## src/rtl/vga_timing_generator.sv

```systemverilog
// Parametrised raster timing generator: position, syncs, blanking, look-ahead fetch position,
// line/frame events and a latched vertical-blank interrupt. All outputs are registered together.
module vga_timing_generator #(
  parameter int unsigned H_ACTIVE = 640,
  parameter int unsigned H_FRONT  = 16,
  parameter int unsigned H_SYNC   = 96,
  parameter int unsigned H_BACK   = 48,
  parameter int unsigned V_ACTIVE = 480,
  parameter int unsigned V_FRONT  = 10,
  parameter int unsigned V_SYNC   = 2,
  parameter int unsigned V_BACK   = 33,
  parameter bit          HS_POL   = 1'b0,
  parameter bit          VS_POL   = 1'b0,
  parameter int unsigned PREFETCH = 2,
  parameter int unsigned H_BITS   = 10,
  parameter int unsigned V_BITS   = 10
) (
  input  logic              pixel_clk,
  input  logic              rst,
  input  logic              enable,
  input  logic              irq_ack,
  output logic [H_BITS-1:0] cycle,
  output logic [V_BITS-1:0] scanline,
  output logic              vga_hs,
  output logic              vga_vs,
  output logic              vga_blank,
  output logic [H_BITS-1:0] fetch_cycle,
  output logic [V_BITS-1:0] fetch_scanline,
  output logic              fetch_active,
  output logic              line_start,
  output logic              frame_start,
  output logic [7:0]        frame_count,
  output logic              vblank_irq
);

  localparam int unsigned H_TOTAL = H_ACTIVE + H_FRONT + H_SYNC + H_BACK;
  localparam int unsigned V_TOTAL = V_ACTIVE + V_FRONT + V_SYNC + V_BACK;

  localparam logic [H_BITS-1:0] HLast      = H_BITS'(H_TOTAL - 1);
  localparam logic [H_BITS-1:0] HActive    = H_BITS'(H_ACTIVE);
  localparam logic [H_BITS-1:0] HSyncFirst = H_BITS'(H_ACTIVE + H_FRONT);
  localparam logic [H_BITS-1:0] HSyncLast  = H_BITS'(H_ACTIVE + H_FRONT + H_SYNC - 1);
  localparam logic [V_BITS-1:0] VLast      = V_BITS'(V_TOTAL - 1);
  localparam logic [V_BITS-1:0] VActive    = V_BITS'(V_ACTIVE);
  localparam logic [V_BITS-1:0] VSyncFirst = V_BITS'(V_ACTIVE + V_FRONT);
  localparam logic [V_BITS-1:0] VSyncLast  = V_BITS'(V_ACTIVE + V_FRONT + V_SYNC - 1);

  // PREFETCH < H_TOTAL, so the reset fetch position never leaves line 0.
  localparam logic [H_BITS-1:0] FetchRstCycle  = H_BITS'(PREFETCH);
  localparam bit                FetchRstActive = (PREFETCH < H_ACTIVE) && (V_ACTIVE > 0);

  logic [H_BITS-1:0] cycle_q, cycle_d, cyc_nxt;
  logic [V_BITS-1:0] scanline_q, scanline_d, line_nxt;
  logic [H_BITS-1:0] fetch_cycle_q, fetch_cycle_d, fcyc_nxt;
  logic [V_BITS-1:0] fetch_scanline_q, fetch_scanline_d, fline_nxt;
  logic              vga_hs_q, vga_hs_d;
  logic              vga_vs_q, vga_vs_d;
  logic              vga_blank_q, vga_blank_d;
  logic              fetch_active_q, fetch_active_d;
  logic              line_start_q, line_start_d;
  logic              frame_start_q, frame_start_d;
  logic [7:0]        frame_count_q, frame_count_d;
  logic              vblank_irq_q, vblank_irq_d;
  logic              irq_set;

  // Raster-order successor of the current and the fetch position.
  always_comb begin
    if (cycle_q == HLast) begin
      cyc_nxt  = '0;
      line_nxt = (scanline_q == VLast) ? '0 : scanline_q + V_BITS'(1);
    end else begin
      cyc_nxt  = cycle_q + H_BITS'(1);
      line_nxt = scanline_q;
    end
    if (fetch_cycle_q == HLast) begin
      fcyc_nxt  = '0;
      fline_nxt = (fetch_scanline_q == VLast) ? '0 : fetch_scanline_q + V_BITS'(1);
    end else begin
      fcyc_nxt  = fetch_cycle_q + H_BITS'(1);
      fline_nxt = fetch_scanline_q;
    end
  end

  always_comb begin
    cycle_d          = cycle_q;
    scanline_d       = scanline_q;
    fetch_cycle_d    = fetch_cycle_q;
    fetch_scanline_d = fetch_scanline_q;
    vga_hs_d         = vga_hs_q;
    vga_vs_d         = vga_vs_q;
    vga_blank_d      = vga_blank_q;
    fetch_active_d   = fetch_active_q;
    line_start_d     = 1'b0;
    frame_start_d    = 1'b0;
    frame_count_d    = frame_count_q;
    irq_set          = 1'b0;
    if (enable) begin
      cycle_d          = cyc_nxt;
      scanline_d       = line_nxt;
      fetch_cycle_d    = fcyc_nxt;
      fetch_scanline_d = fline_nxt;
      vga_hs_d         = (cyc_nxt >= HSyncFirst && cyc_nxt <= HSyncLast) ? HS_POL : ~HS_POL;
      vga_vs_d         = (line_nxt >= VSyncFirst && line_nxt <= VSyncLast) ? VS_POL : ~VS_POL;
      vga_blank_d      = (cyc_nxt >= HActive) || (line_nxt >= VActive);
      fetch_active_d   = (fcyc_nxt < HActive) && (fline_nxt < VActive);
      line_start_d     = (cyc_nxt == '0);
      frame_start_d    = (cyc_nxt == '0) && (line_nxt == '0);
      frame_count_d    = frame_start_d ? frame_count_q + 8'd1 : frame_count_q;
      irq_set          = (cyc_nxt == '0) && (line_nxt == VActive);
    end
    // A new vblank event beats an acknowledge arriving on the same clock.
    vblank_irq_d = irq_set | (vblank_irq_q & ~irq_ack);
  end

  always_ff @(posedge pixel_clk) begin
    if (rst) begin
      cycle_q          <= '0;
      scanline_q       <= '0;
      fetch_cycle_q    <= FetchRstCycle;
      fetch_scanline_q <= '0;
      vga_hs_q         <= ~HS_POL;
      vga_vs_q         <= ~VS_POL;
      vga_blank_q      <= 1'b0;
      fetch_active_q   <= FetchRstActive;
      line_start_q     <= 1'b0;
      frame_start_q    <= 1'b0;
      frame_count_q    <= 8'd0;
      vblank_irq_q     <= 1'b0;
    end else begin
      cycle_q          <= cycle_d;
      scanline_q       <= scanline_d;
      fetch_cycle_q    <= fetch_cycle_d;
      fetch_scanline_q <= fetch_scanline_d;
      vga_hs_q         <= vga_hs_d;
      vga_vs_q         <= vga_vs_d;
      vga_blank_q      <= vga_blank_d;
      fetch_active_q   <= fetch_active_d;
      line_start_q     <= line_start_d;
      frame_start_q    <= frame_start_d;
      frame_count_q    <= frame_count_d;
      vblank_irq_q     <= vblank_irq_d;
    end
  end

  assign cycle          = cycle_q;
  assign scanline       = scanline_q;
  assign fetch_cycle    = fetch_cycle_q;
  assign fetch_scanline = fetch_scanline_q;
  assign vga_hs         = vga_hs_q;
  assign vga_vs         = vga_vs_q;
  assign vga_blank      = vga_blank_q;
  assign fetch_active   = fetch_active_q;
  assign line_start     = line_start_q;
  assign frame_start    = frame_start_q;
  assign frame_count    = frame_count_q;
  assign vblank_irq     = vblank_irq_q;

endmodule

```

## config.mk

```make
export PLATFORM = sky130hd
export DESIGN_NAME = vga_timing_generator
export DESIGN_NICKNAME = d
export VERILOG_FILES = /design/src/rtl/vga_timing_generator.sv
export SDC_FILE = /design/constraint.sdc
export NUM_CORES = 1
export LEC_CHECK = 0
export ABC_AREA = 1
export ABC_CLOCK_PERIOD_IN_PS = 2000
export BUFFER_PORTS_ARGS = -buffer_cell sky130_fd_sc_hd__buf_4
export CAP_MARGIN = 20
export CELL_PAD_IN_SITES_DETAIL_PLACEMENT = 1
export CELL_PAD_IN_SITES_GLOBAL_PLACEMENT = 2
export CORE_MARGIN = 2
export CORE_UTILIZATION = 28
export DETAILED_ROUTE_END_ITERATION = 16
export GPL_TIMING_DRIVEN = 0
export MAX_ROUTING_LAYER = met4
export PLACE_DENSITY_LB_ADDON = 0.1
export SYNTH_ARGS = -nofsm -noshare
export SYNTH_HDL_FRONTEND = slang
export SYNTH_SLANG_ARGS = --single-unit
```

## constraint.sdc

```tcl
create_clock -name pixel_clk -period 2 [get_ports pixel_clk]
set_input_delay 0.3 -clock pixel_clk [delete_from_list [all_inputs] [get_ports pixel_clk]]
set_output_delay 0.3 -clock pixel_clk [all_outputs]
set_load 0.05 [all_outputs]
```

==> results of run 1 <==
==> Yosys cell counts, types with 2 or more instances <==
library cell	count	area share [%]
dfxtp_1	55	30
buf_6	2	0.62
nand2_2	6	1.0
buf_2	2	0.28
a21oi_1	37	5.1
nor2_2	6	1.0
o21ai_1	2	0.28
nand2_4	2	0.62
inv_2	4	0.41
nor3_1	15	2.1
a211oi_1	3	0.62
nand3_1	35	4.8
o21ai_0	34	4.7
nor3b_1	2	0.41
nand4_1	22	3.8
o21ai_2	3	0.72
xor2_1	7	1.7
or2_2	2	0.34
ha_1	9	3.1
inv_1	62	6.4
nand2_1	144	15
nor4_1	3	0.52
clkbuf_1	14	1.4
nand3b_1	3	0.62
nor2_4	6	1.9
xnor2_1	2	0.48
nor2_8	3	1.7
nor2_1	63	6.5
==> registers in the layout, indices dropped and copies added, names as in the netlist <==
name and cells:
vblank_irq 1, fetch_active 1, scanline 10, vga_vs 1, frame_start 1, vga_hs 1, vga_blank 1, fetch_scanline 10
line_start 1, frame_count 8, fetch_cycle 10, cycle 10
==> per-layer routing <==
layer | vias up | track usage (%) | share of wire [%]
met5 | - | - | 0
met4 | 0 | 3.84 | 1.0
met3 | 12 | 3.15 | 2.3
met2 | 51 | 35.7 | 51
met1 | 1993 | 24.4 | 46
li1 | 2050 | - | -
==> where the power goes <==
group / internal, mW / total (mW) / switching (mW)
logic: 0.226 / 0.691 / 0.465
clock network: 0.480 / 0.979 / 0.500
registers: 1.14 / 1.22 / 0.0825
total: 1.85 / 2.89 / 1.05
==> worst register-to-register path: stages (launching register included) <==
cell and delay (ns):
dfxtp_4 0.38, ha_4 0.17, nand2_8 0.07, nor2_8 0.14
buf_4 0.14, nand4_1 0.09, nand2_1 0.09, nand2_1 0.07
buf_4 0.14, buf_4 0.12, buf_4 0.12, buf_4 0.12
buf_4 0.12, buf_4 0.12, a21oi_1 0.11
==> stage by stage <==
step	hold slack (ns)	setup slack, ns	power (mW)
finish	0.203	-0.0733	2.89
global route	0.195	-0.225	3.04
CTS	0.190	-0.0888	2.90
detailed placement	0.463	-0.387	1.84
global placement	0.459	-0.352	1.83
floorplan	0.384	-0.0351	1.65
==> how the worst max path moves through the flow <==
stage | end | cells past startpoint | slack [ns] | startpoint
final | scanline[4] | 14 | -0.07 | cycle[0]
after global routing | frame_count[5] | 13 | -0.22 | cycle[0]
after CTS | frame_count[1] | 15 | -0.09 | scanline[1]
after detailed placement | frame_count[1] | 15 | -0.39 | scanline[0]
after global placement | frame_count[1] | 15 | -0.35 | scanline[0]
after floorplan | frame_count[0] | 15 | -0.04 | cycle[1]
==> what timing repair did <==
item | in CTS | in global routing
buffers inserted | 38 | 10
resized for setup | 38 | 50
setup endpoints to repair | 22 | 22
cloned | 1 | 0
pin swaps | 32 | 38
==> kinds of logic (layout without fill, tap and decap cells) <==
family	after synthesis	in the layout	synth area share, %
xor gates and xnor gates	9	9	2.17
buffers and inverters	86	196	9.40
DFF	55	55	30.3
AOI/OAI and AO/OA	85	85	12.8
adders and majority gates	9	9	3.10
and+or+nand+nor	317	317	42.2
==> cells in the final DEF (no fill, tap or decap), types with 3 or more instances in the layout <==
master	synthesis	final
nand2_1	144	127
buf_4	0	99
inv_1	62	59
nor2_1	63	48
a21oi_1	37	37
nand3_1	35	33
o21ai_0	34	32
dfxtp_1	55	28
nand4_1	22	22
nand2_2	6	21
dfxtp_2	0	19
nor2_4	6	14
nor2_2	6	13
clkbuf_1	14	12
nor3_1	15	9
dfxtp_4	0	8
xor2_1	7	7
buf_6	2	7
nor3_2	0	5
inv_2	4	5
ha_1	9	5
clkbuf_16	0	5
ha_4	0	4
inv_4	0	3
nand2_4	2	3
o21ai_1	2	3
nor2_8	3	3
nand3b_1	3	3
a211oi_1	3	3
==> area by class of cell <==
| type | instances | area (sq um) | area share (%) |
|---|---|---|---|
| plain buffers | 15 | 76.3 | 1.48 |
| clock buffers | 5 | 125 | 2.43 |
| clock inverters | 3 | 26.3 | 0.510 |
| inverters | 68 | 265 | 5.15 |
| multi-input cells | 420 | 2480 | 48.1 |
| flip-flops and latches | 55 | 1150 | 22.4 |
| well taps | 172 | 215 | 4.18 |
| repair buffers | 105 | 811 | 15.7 |
==> out/metrics.cfg, run 1 <==
[status]
status = complete, but fails checks
violations = negative setup slack

[yosys]
ys_ff_latch = 55
synthesis.area_sq_um = 3630
netlist_instances = 561
synthArstFlopShare_pct = 0
ys_types = 41
syn-num-nets = 574
synth_edf_count = 0
synth_ff_type = dfxtp_1
yosys_warnings = 0
synth_area_per_cell_sq_um = 6.48
ys_seq_area_share_pct = 30.3

[pwr]
irDropWorstVdd_uv = 336
cellPowerDensity_nw_per_um2 = 562
p_leak_nw = 2.27

[timing]
tns_ns = -0.502
worst_slack_ns = -0.0733
timing.final.crit_share_pct = 104
rsz0062_at_grt = true
worst_pin_slew_ns = 0.679
final-setup-viol-count = 11
finalCriticalPeriod_ns = 2.07
fmax_mhz = 482
skew_ns = 0.00888
finalMaxSlewViolations = 0
finalHoldViolCount = 0
maxSlewHeadroom_pct = 54.8

[clock_tree]
cts.clk_slew.worst_paths_ns = 0.09
cts.sinks = 55
cts_tree = yes
clock_path_buffers = 2
clockRootBuffer = clkbuf_16
numCtsBuffers = 5
ctsHoldBuffers = 0
clkLatencyLatePin_ns = 0.32
h-tree-depth = 2

[route]
drc_errors = 0
wl_per_cell_microns = 16.2
wl_mm = 13.7
final_antenna_net_count = 0
drt_iter0_drc = 155
firstDrtPassIters = 4
vias = 4106
vias_per_cell = 4.87

[floorplan]
die_x_microns = 118
die_area_sq_um = 13900
io_pins = 59
rows = 41
fp.dieH_microns = 118
core-area_sq_um = 12600
start_util_pct = 28.8

[critical_path]
cp_top_family = buffers and inverters
critPathMaxStageDelay_ns = 0.38
worstReg2RegEnd = scanline[4]
worst-path-max-fanout = 5
critPathLaunchType = flip-flop
r2r_setup_slack_ns = -0.07
worstPathArrival_ns = 2.32
critPathKind = flip-flop to flip-flop
path_cells = ha_4, nand2_8, nor2_8, buf_4, nand4_1, nand2_1, nand2_1, buf_4, buf_4, buf_4, buf_4, buf_4, buf_4, a21oi_1
rr_worst_depth = 14
worst-path-buf-inv = 7
cp_slowest_cell = dfxtp_4
crit_top_cell = buf_4
critPathCaptureType = flip-flop
crit_required_ns = 2.24
r2r_start = cycle[0]

[placement]
gp_congestion = 0.833
portBuffers = 57
placed_cell_area_sq_um = 4330
dp_cells = 790
place_hpwl_mm = 9.49

[cells_and_area]
utilization_pct = 40.8
n_antenna_cell = 0
nets = 683
area_delta_synth_final_pct = 41.7
drive_above_1_share_pct = 34.3
final_area_sq_um = 5150
layoutNonFillerInstCount = 843
fillers = 1642

[min_path]
hold_start = rst
hold_path_depth = 2
holdCritPathClass = input port to flip-flop
whs_endpoint = line_start

[flow_run]
cap_violations = 0

[global_routing]
grt_usage_pct = 20.2
antenna_found_initial = 0
grt_pass1_vias = 4153
grt_pass1_wl_mm = 21.9
gr-total-overflow = 0
grt_max_degree = 20

(Power assumes the default switching activity.)
==> inputs of run 2 (changes only) <==
--- a/config.mk
+++ b/config.mk
@@ -17,3 +17,2 @@
 export GPL_TIMING_DRIVEN = 0
-export MAX_ROUTING_LAYER = met4
 export PLACE_DENSITY_LB_ADDON = 0.1
==> constraint.sdc (replaced) <==
create_clock -name pixel_clk -period 2 [get_ports pixel_clk]
set_input_delay 0.1 -clock pixel_clk [delete_from_list [all_inputs] [get_ports pixel_clk]]
set_output_delay 0.1 -clock pixel_clk [all_outputs]
set_load 0.05 [all_outputs]
==> run 2 against run 1 <==
Net effect:
- the flow still finishes with violations (negative setup slack)
- clock skew barely moved
- critical path depth did not move
- utilization hardly changed
- first-iteration DRC count is 4.5% higher
- setup slack worse by 0.0011 ns
- register-to-register slack hardly changed
- total power grew 0.15%
- highest routed layer unchanged
==> out/metrics.cfg, run 2 (same netlist as run 1, synthesis figures left out) <==
[timing]
worst_slack_ns = -0.0743  ; -0.00110 ns
finalCriticalPeriod_ns = 2.07  ; +0.00110 ns
fmax_mhz = 482  ; about the same
worst_pin_slew_ns = 0.766  ; +0.0876 ns
maxSlewHeadroom_pct = 48.9  ; -5.8 points
final-setup-viol-count = 11  ; unchanged
tns_ns = -0.520  ; -0.0181 ns
skew_ns = 0.00908  ; +0.000199 ns
rsz0062_at_grt = true
hold_slack_ns = 0.0312  ; -0.172 ns
finalHoldViolCount = 0  ; unchanged
timing.final.crit_share_pct = 104  ; about the same
finalMaxSlewViolations = 0  ; unchanged

[critical_path]
critPathCaptureType = flip-flop
critPathKind = flip-flop to flip-flop
r2r_start = cycle[0]
worstPathArrival_ns = 2.32  ; about the same
rr_worst_depth = 14  ; unchanged
worst-path-max-fanout = 5  ; unchanged
critPathLaunchType = flip-flop
r2r_setup_slack_ns = -0.07  ; about the same
worstReg2RegEnd = scanline[4]
crit_required_ns = 2.24  ; about the same

[pwr]
irDropWorstVdd_uv = 335  ; -0.31%
p_seq_share_pct = 42.2  ; about the same
combPwrFrac_pct = 23.9  ; about the same
netSwitchingFraction_pct = 36.2  ; +0.048 points
p_leak_nw = 2.27  ; about the same
cellPowerDensity_nw_per_um2 = 562  ; about the same
p_int_mw = 1.85  ; about the same
p_clk_share_pct = 33.8  ; about the same
power.switching_mw = 1.05  ; +0.28%

[clock_tree]
clkLatencyLatePin_ns = 0.31  ; about the same
cts_tree = yes
cts.clk_slew.worst_paths_ns = 0.09  ; about the same
numCtsBuffers = 5  ; unchanged
clockRootBuffer = clkbuf_16
cts.sinks = 55  ; unchanged
clock_path_buffers = 2  ; unchanged
h-tree-depth = 2  ; unchanged

[floorplan]
fp.dieH_microns = 118  ; unchanged
die_x_microns = 118  ; unchanged
start_util_pct = 28.8  ; unchanged
die_area_sq_um = 13900  ; unchanged
rows = 41  ; unchanged
core-area_sq_um = 12600  ; unchanged
io_pins = 59  ; unchanged

[route]
vias_per_cell = 4.86  ; -0.14%
drc_errors = 0  ; unchanged
final_antenna_net_count = 0  ; unchanged
drt_iter0_drc = 162  ; +4.5%
wl_mm = 13.7  ; about the same
vias = 4105  ; -0.024%
wl_per_cell_microns = 16.2  ; about the same
firstDrtPassIters = 4  ; unchanged

[cells_and_area]
nets = 684  ; +0.15%
final_cell_mix = nand2_1 (127), buf_4 (100), inv_1 (59)
n_antenna_cell = 0  ; unchanged
layout_commonest_cell = nand2_1
fillers = 1643  ; +0.061%
drive_above_1_share_pct = 34.1  ; -0.20 points
area_delta_synth_final_pct = 41.9  ; about the same

[global_routing]
antenna_found_initial = 0  ; unchanged
grt_usage_pct = 19.7  ; -0.55 points
grt_max_degree = 20  ; unchanged
grt_pass1_wl_mm = 21.9  ; about the same
grt_pass1_vias = 4149  ; -0.096%
gr-total-overflow = 0  ; unchanged

[flow_run]
cap_violations = 0  ; unchanged

[placement]
portBuffers = 57  ; unchanged
place_hpwl_mm = 9.49  ; unchanged
gp_congestion = 0.821  ; -1.5%
dp_slack_ns = -0.387  ; unchanged

[min_path]
holdCritPathClass = input port to flip-flop
hold_path_depth = 3  ; +1
whs_endpoint = vblank_irq
hold_start = irq_ack

[status]
violations = negative setup slack
status = complete, but fails checks

==> run 2: changes by cell type in the layout (fill, tap and decap cells not counted), sizes merged <==
cell,before,now
dlygate4sd3,0,1
==> run 2: through the flow <==
step	cell area (sq um)	power (mW)	instances	utilization, %
CTS	4910	2.90	835	38.9
global placement	4330	1.83	790	34.3
global route	5150	3.04	844	40.8
finish	5150	2.90	844	40.8
floorplan	3690	1.65	561	-
detailed placement	4330	1.84	790	34.3
==> run 2: worst max path at each step <==
stage | end | slack, ns | cells past startpoint | startpoint
detailed placement | frame_count[1] | -0.39 | 15 | scanline[0]
floorplan | frame_count[0] | -0.04 | 15 | cycle[1]
CTS | frame_count[1] | -0.09 | 15 | scanline[1]
global placement | frame_count[1] | -0.35 | 15 | scanline[0]
global route | frame_count[5] | -0.22 | 13 | cycle[0]
finish | scanline[4] | -0.07 | 14 | cycle[0]
==> run 2: repair_timing <==
action / 4_1_cts / 5_1_grt
setup endpoints to repair: 22 / 18
pin swaps: 32 / 38
buffers inserted: 38 / 10
endpoints found under the hold margin: 1 / 0
gates resized for setup: 38 / 47
hold buffers: 1 / 0
gates cloned: 1 / 0
==> run 2: critical path, stage by stage, from the launching register on <==
cell and delay, ns:
dfxtp_4 0.38, ha_4 0.17, nand2_8 0.07, nor2_8 0.14
buf_4 0.14, nand4_1 0.09, nand2_1 0.09, nand2_1 0.07
buf_4 0.14, buf_4 0.12, buf_4 0.12, buf_4 0.12
buf_4 0.12, buf_4 0.12, a21oi_1 0.11
==> run 2: per-layer routing <==
metal | track usage, % | routed length [microns] | vias to the layer above
met4 | 3.84 | 138 | 0
li1 | - | - | 2051
met2 | 35.6 | 6980 | 53
met5 | 0 | 0 | -
met3 | 3.29 | 346 | 10
met1 | 24.5 | 6240 | 1991
==> run 2: layout make-up <==
cell class | count | area (sq um) | area share (%)
Buffer | 15 | 75.1 | 1.46
Inverter | 68 | 265 | 5.15
Clock buffer | 5 | 125 | 2.43
Timing Repair Buffer | 106 | 817 | 15.8
Tap cell | 172 | 215 | 4.17
Clock inverter | 3 | 26.3 | 0.510
Sequential cell | 55 | 1150 | 22.4
Multi-Input combinational cell | 420 | 2480 | 48.0
==> run 2: power by group through the flow <==
stage	clock network (mW)	registers [mW]	logic [mW]
after floorplan	0	1.38	0.272
after global placement	0	1.24	0.588
after detailed placement	0	1.24	0.594
after CTS	1.02	1.22	0.659
after global routing	1.06	1.24	0.748
final	0.981	1.22	0.693
==> inputs of run 3 (changes only) <==
- ABC_AREA: 1 -> 0
- CORE_UTILIZATION: 28 -> 29
- PLACE_DENSITY: default -> 0.87
- PLACE_DENSITY_LB_ADDON: 0.1 -> default
- SKIP_LAST_GASP: default -> 1
==> run 3 against run 2 <==
Net effect:
- the flow still finishes with violations (negative setup slack)
- total power shrank 14%
- utilization grew 2.4 points
- register-to-register slack lost 0.86 ns
- fmax shrank 29%
==> out/metrics.cfg, run 3 <==
[placement]
place_hpwl_mm = 7.69  ; -19%
portBuffers = 56  ; -1.8%
gp_congestion = 0.853  ; +4.0%

[route]
drt_iter0_drc = 140  ; -14%
met3WireLength_microns = 394  ; +14%
drc_errors = 0  ; unchanged
vias_per_cell = 5.37  ; +10%
drt-met1-wl_mm = 5.43  ; -13%
highest_layer = met4
vias = 3665  ; -11%
final_antenna_net_count = 0  ; unchanged
dr_wl_met2_mm = 6.00  ; -14%
wl_mm = 12.1  ; -12%
firstDrtPassIters = 4  ; unchanged
wl_per_cell_microns = 17.7  ; +9.3%

[min_path]
hold_path_depth = 3  ; unchanged
hold_start = irq_ack
whs_endpoint = vblank_irq
holdCritPathClass = input port to flip-flop

[critical_path]
worstPathArrival_ns = 3.15  ; +0.83 ns
crit_required_ns = 2.22  ; -0.02 ns
critPathMaxStageDelay_ns = 0.52  ; +0.14 ns
crit_top_cell = buf_6
rr_worst_depth = 10  ; -4
r2r_setup_slack_ns = -0.93  ; -0.86 ns
worstReg2RegEnd = frame_count[1]
cp_slowest_cell = or4b_4
critPathCaptureType = flip-flop
critPathKind = flip-flop to flip-flop
critPathLaunchType = flip-flop
path_cells = ha_4, nand4_4, buf_6, xnor2_1, o311a_2, or4b_4, or3_4, buf_6, or3_1, a21oi_1
r2r_start = cycle[1]
worst-path-max-fanout = 8  ; +3

[yosys]
ys_seq_area_share_pct = 32.4  ; +2.1 points
synthArstFlopShare_pct = 0  ; unchanged
synthesis.area_sq_um = 3400  ; -6.5%
ys_types = 59  ; +44%
netlist_instances = 434  ; -23%
synth_ff_type = dfxtp_1
ys_ff_latch = 55  ; unchanged
yosysTopAreaCell = dfxtp_1
yosys_warnings = 0  ; unchanged
yosysMostFrequentCell = dfxtp_1
synth.top_cell.area_share_pct = 32.4  ; +2.1 points
synth_area_per_cell_sq_um = 7.83  ; +21%
netlist_top_cells_count = dfxtp_1 (55), nor2_1 (53), nand2_1 (39)
synth_edf_count = 0  ; unchanged
syn-num-nets = 447  ; -22%
yosys-top-cells-area = dfxtp_1 (32%), nor2_1 (5.9%), xnor2_1 (5.2%)

[cells_and_area]
n_antenna_cell = 0  ; unchanged
nets = 551  ; -19%
layout_commonest_cell = buf_4
area_delta_synth_final_pct = 45.5
drive_above_1_share_pct = 37.1  ; +3.0 points
final_cell_mix = buf_4 (100), nor2_1 (49), nand2_1 (36)

[pwr]
irDropWorstVdd_uv = 343  ; +2.3%
p_leak_nw = 1.83  ; -19%
power_mw = 2.48  ; -14%
cellPowerDensity_nw_per_um2 = 502  ; -11%

[global_routing]
gr-total-overflow = 0  ; unchanged
grt_pass1_vias = 3643  ; -12%
grt_max_degree = 17  ; -15%
antenna_found_initial = 0  ; unchanged
grt_pass1_wl_mm = 18.7  ; -15%
grt_usage_pct = 18.0  ; -1.6 points

[timing]
finalMaxSlewViolations = 0  ; unchanged
final-setup-viol-count = 20  ; +9
timing.final.crit_share_pct = 147  ; +43 points
worst_pin_slew_ns = 0.674  ; -0.0921 ns
finalCriticalPeriod_ns = 2.93  ; +0.856 ns
finalHoldViolCount = 0  ; unchanged
maxSlewHeadroom_pct = 55.1  ; +6.1 points
fmax_mhz = 341  ; -29%
worst_slack_ns = -0.931  ; -0.856 ns
rsz0062_at_grt = true
skew_ns = 0.00547  ; -0.00361 ns
hold_slack_ns = 0.144  ; +0.112 ns

[floorplan]
fp.dieH_microns = 112  ; -4.8%
rows = 39  ; -4.9%
io_pins = 59  ; unchanged
core-area_sq_um = 11400  ; -9.5%
start_util_pct = 29.8  ; +0.97 points
die_area_sq_um = 12600  ; -9.4%
die_x_microns = 112  ; -4.8%

[clock_tree]
clock_path_buffers = 2  ; unchanged
cts.sinks = 55  ; unchanged
clockRootBuffer = clkbuf_16
cts_tree = yes
clkLatencyLatePin_ns = 0.30  ; about the same
h-tree-depth = 2  ; unchanged
numCtsBuffers = 5  ; unchanged
cts.clk_slew.worst_paths_ns = 0.07  ; -0.02 ns

[status]
status = complete, but fails checks
violations = negative setup slack

[flow_run]
cap_violations = 0  ; unchanged

==> run 3: changes by cell type after synthesis, moves of 8 or more <==
cell	before	now
o21ai_0	34	17
or3_1	0	8
or4_1	0	10
xnor2_1	2	20
nand2_1	144	39
inv_1	62	12
xor2_1	7	16
nand3_1	35	17
nor2_1	63	53
==> run 3: cells by family after synthesis <==
family / share of synthesized area (%)
AOI/OAI and AO/OA: 14.8
xor gates and xnor gates: 9.28
adders and majority gates: 3.31
buffers and inverters: 7.11
DFF: 32.4
muxes: 1.51
and+or+nand+nor: 31.6
==> run 3: layer usage <==
metal	global-route usage, %	up-vias
li1	-	1764
met5	0	-
met3	3.56	26
met2	31.0	81
met4	3.90	0
met1	23.5	1794
==> run 3: worst max-delay path by stage <==
| stage | from | endpoint |
|---|---|---|
| 2_1_floorplan | cycle[6] | frame_count[5] |
| 3_3_place_gp | cycle[6] | frame_count[0] |
| 3_5_place_dp | cycle[6] | frame_count[5] |
| 4_1_cts | cycle[0] | frame_count[1] |
| 5_1_grt | cycle[1] | frame_count[1] |
| 6_report | cycle[1] | frame_count[1] |
==> run 3: area by class of cell <==
type,count,area (sq um)
Fill cell,1364,6470
Multi-Input combinational cell,335,2380
Sequential cell,55,1160
Timing Repair Buffer,107,847
Tap cell,143,179
Clock buffer,7,154
Buffer,21,146
Inverter,13,48.8
Clock inverter,1,30.0
==> run 3: what timing repair did <==
action / 4_1_cts / 5_1_grt
resized for setup: 35 / 36
pin swaps: 21 / 22
gates cloned: 3 / 1
endpoints found under the setup margin: 35 / 25
setup buffers: 29 / 21
hold buffers: 0 / 0
==> run 3: per-stage QoR <==
stage	setup TNS (ns)	instance area, sq um	util (%)	worst slack (ns)	std cells
finish	-10.27	4940	43.3	-0.931	682
floorplan	-9.75	3560	-	-1.02	434
global placement	-16.62	4160	36.4	-1.13	633
CTS	-9.71	4710	41.2	-0.967	668
global route	-12.82	4940	43.3	-1.03	682
detailed placement	-17.50	4160	36.4	-1.18	633
==> run 3: critical path, delay by kind of cell (launching register included) <==
kind / cells / cell delay, ns
and+or+nand+nor: 4 / 1.39
buffers and inverters: 2 / 0.30
adders and majority gates: 1 / 0.15
DFF: 1 / 0.37
xor gates and xnor gates: 1 / 0.12
AOI/OAI and AO/OA: 2 / 0.53
==> run 3: power by group <==
| part | total (mW) | internal, mW | switching [mW] |
|---|---|---|---|
| clock | 1.08 | 0.669 | 0.414 |
| combinational | 0.272 | 0.0958 | 0.176 |
| sequential | 1.13 | 1.10 | 0.0273 |
| total | 2.48 | 1.87 | 0.617 |
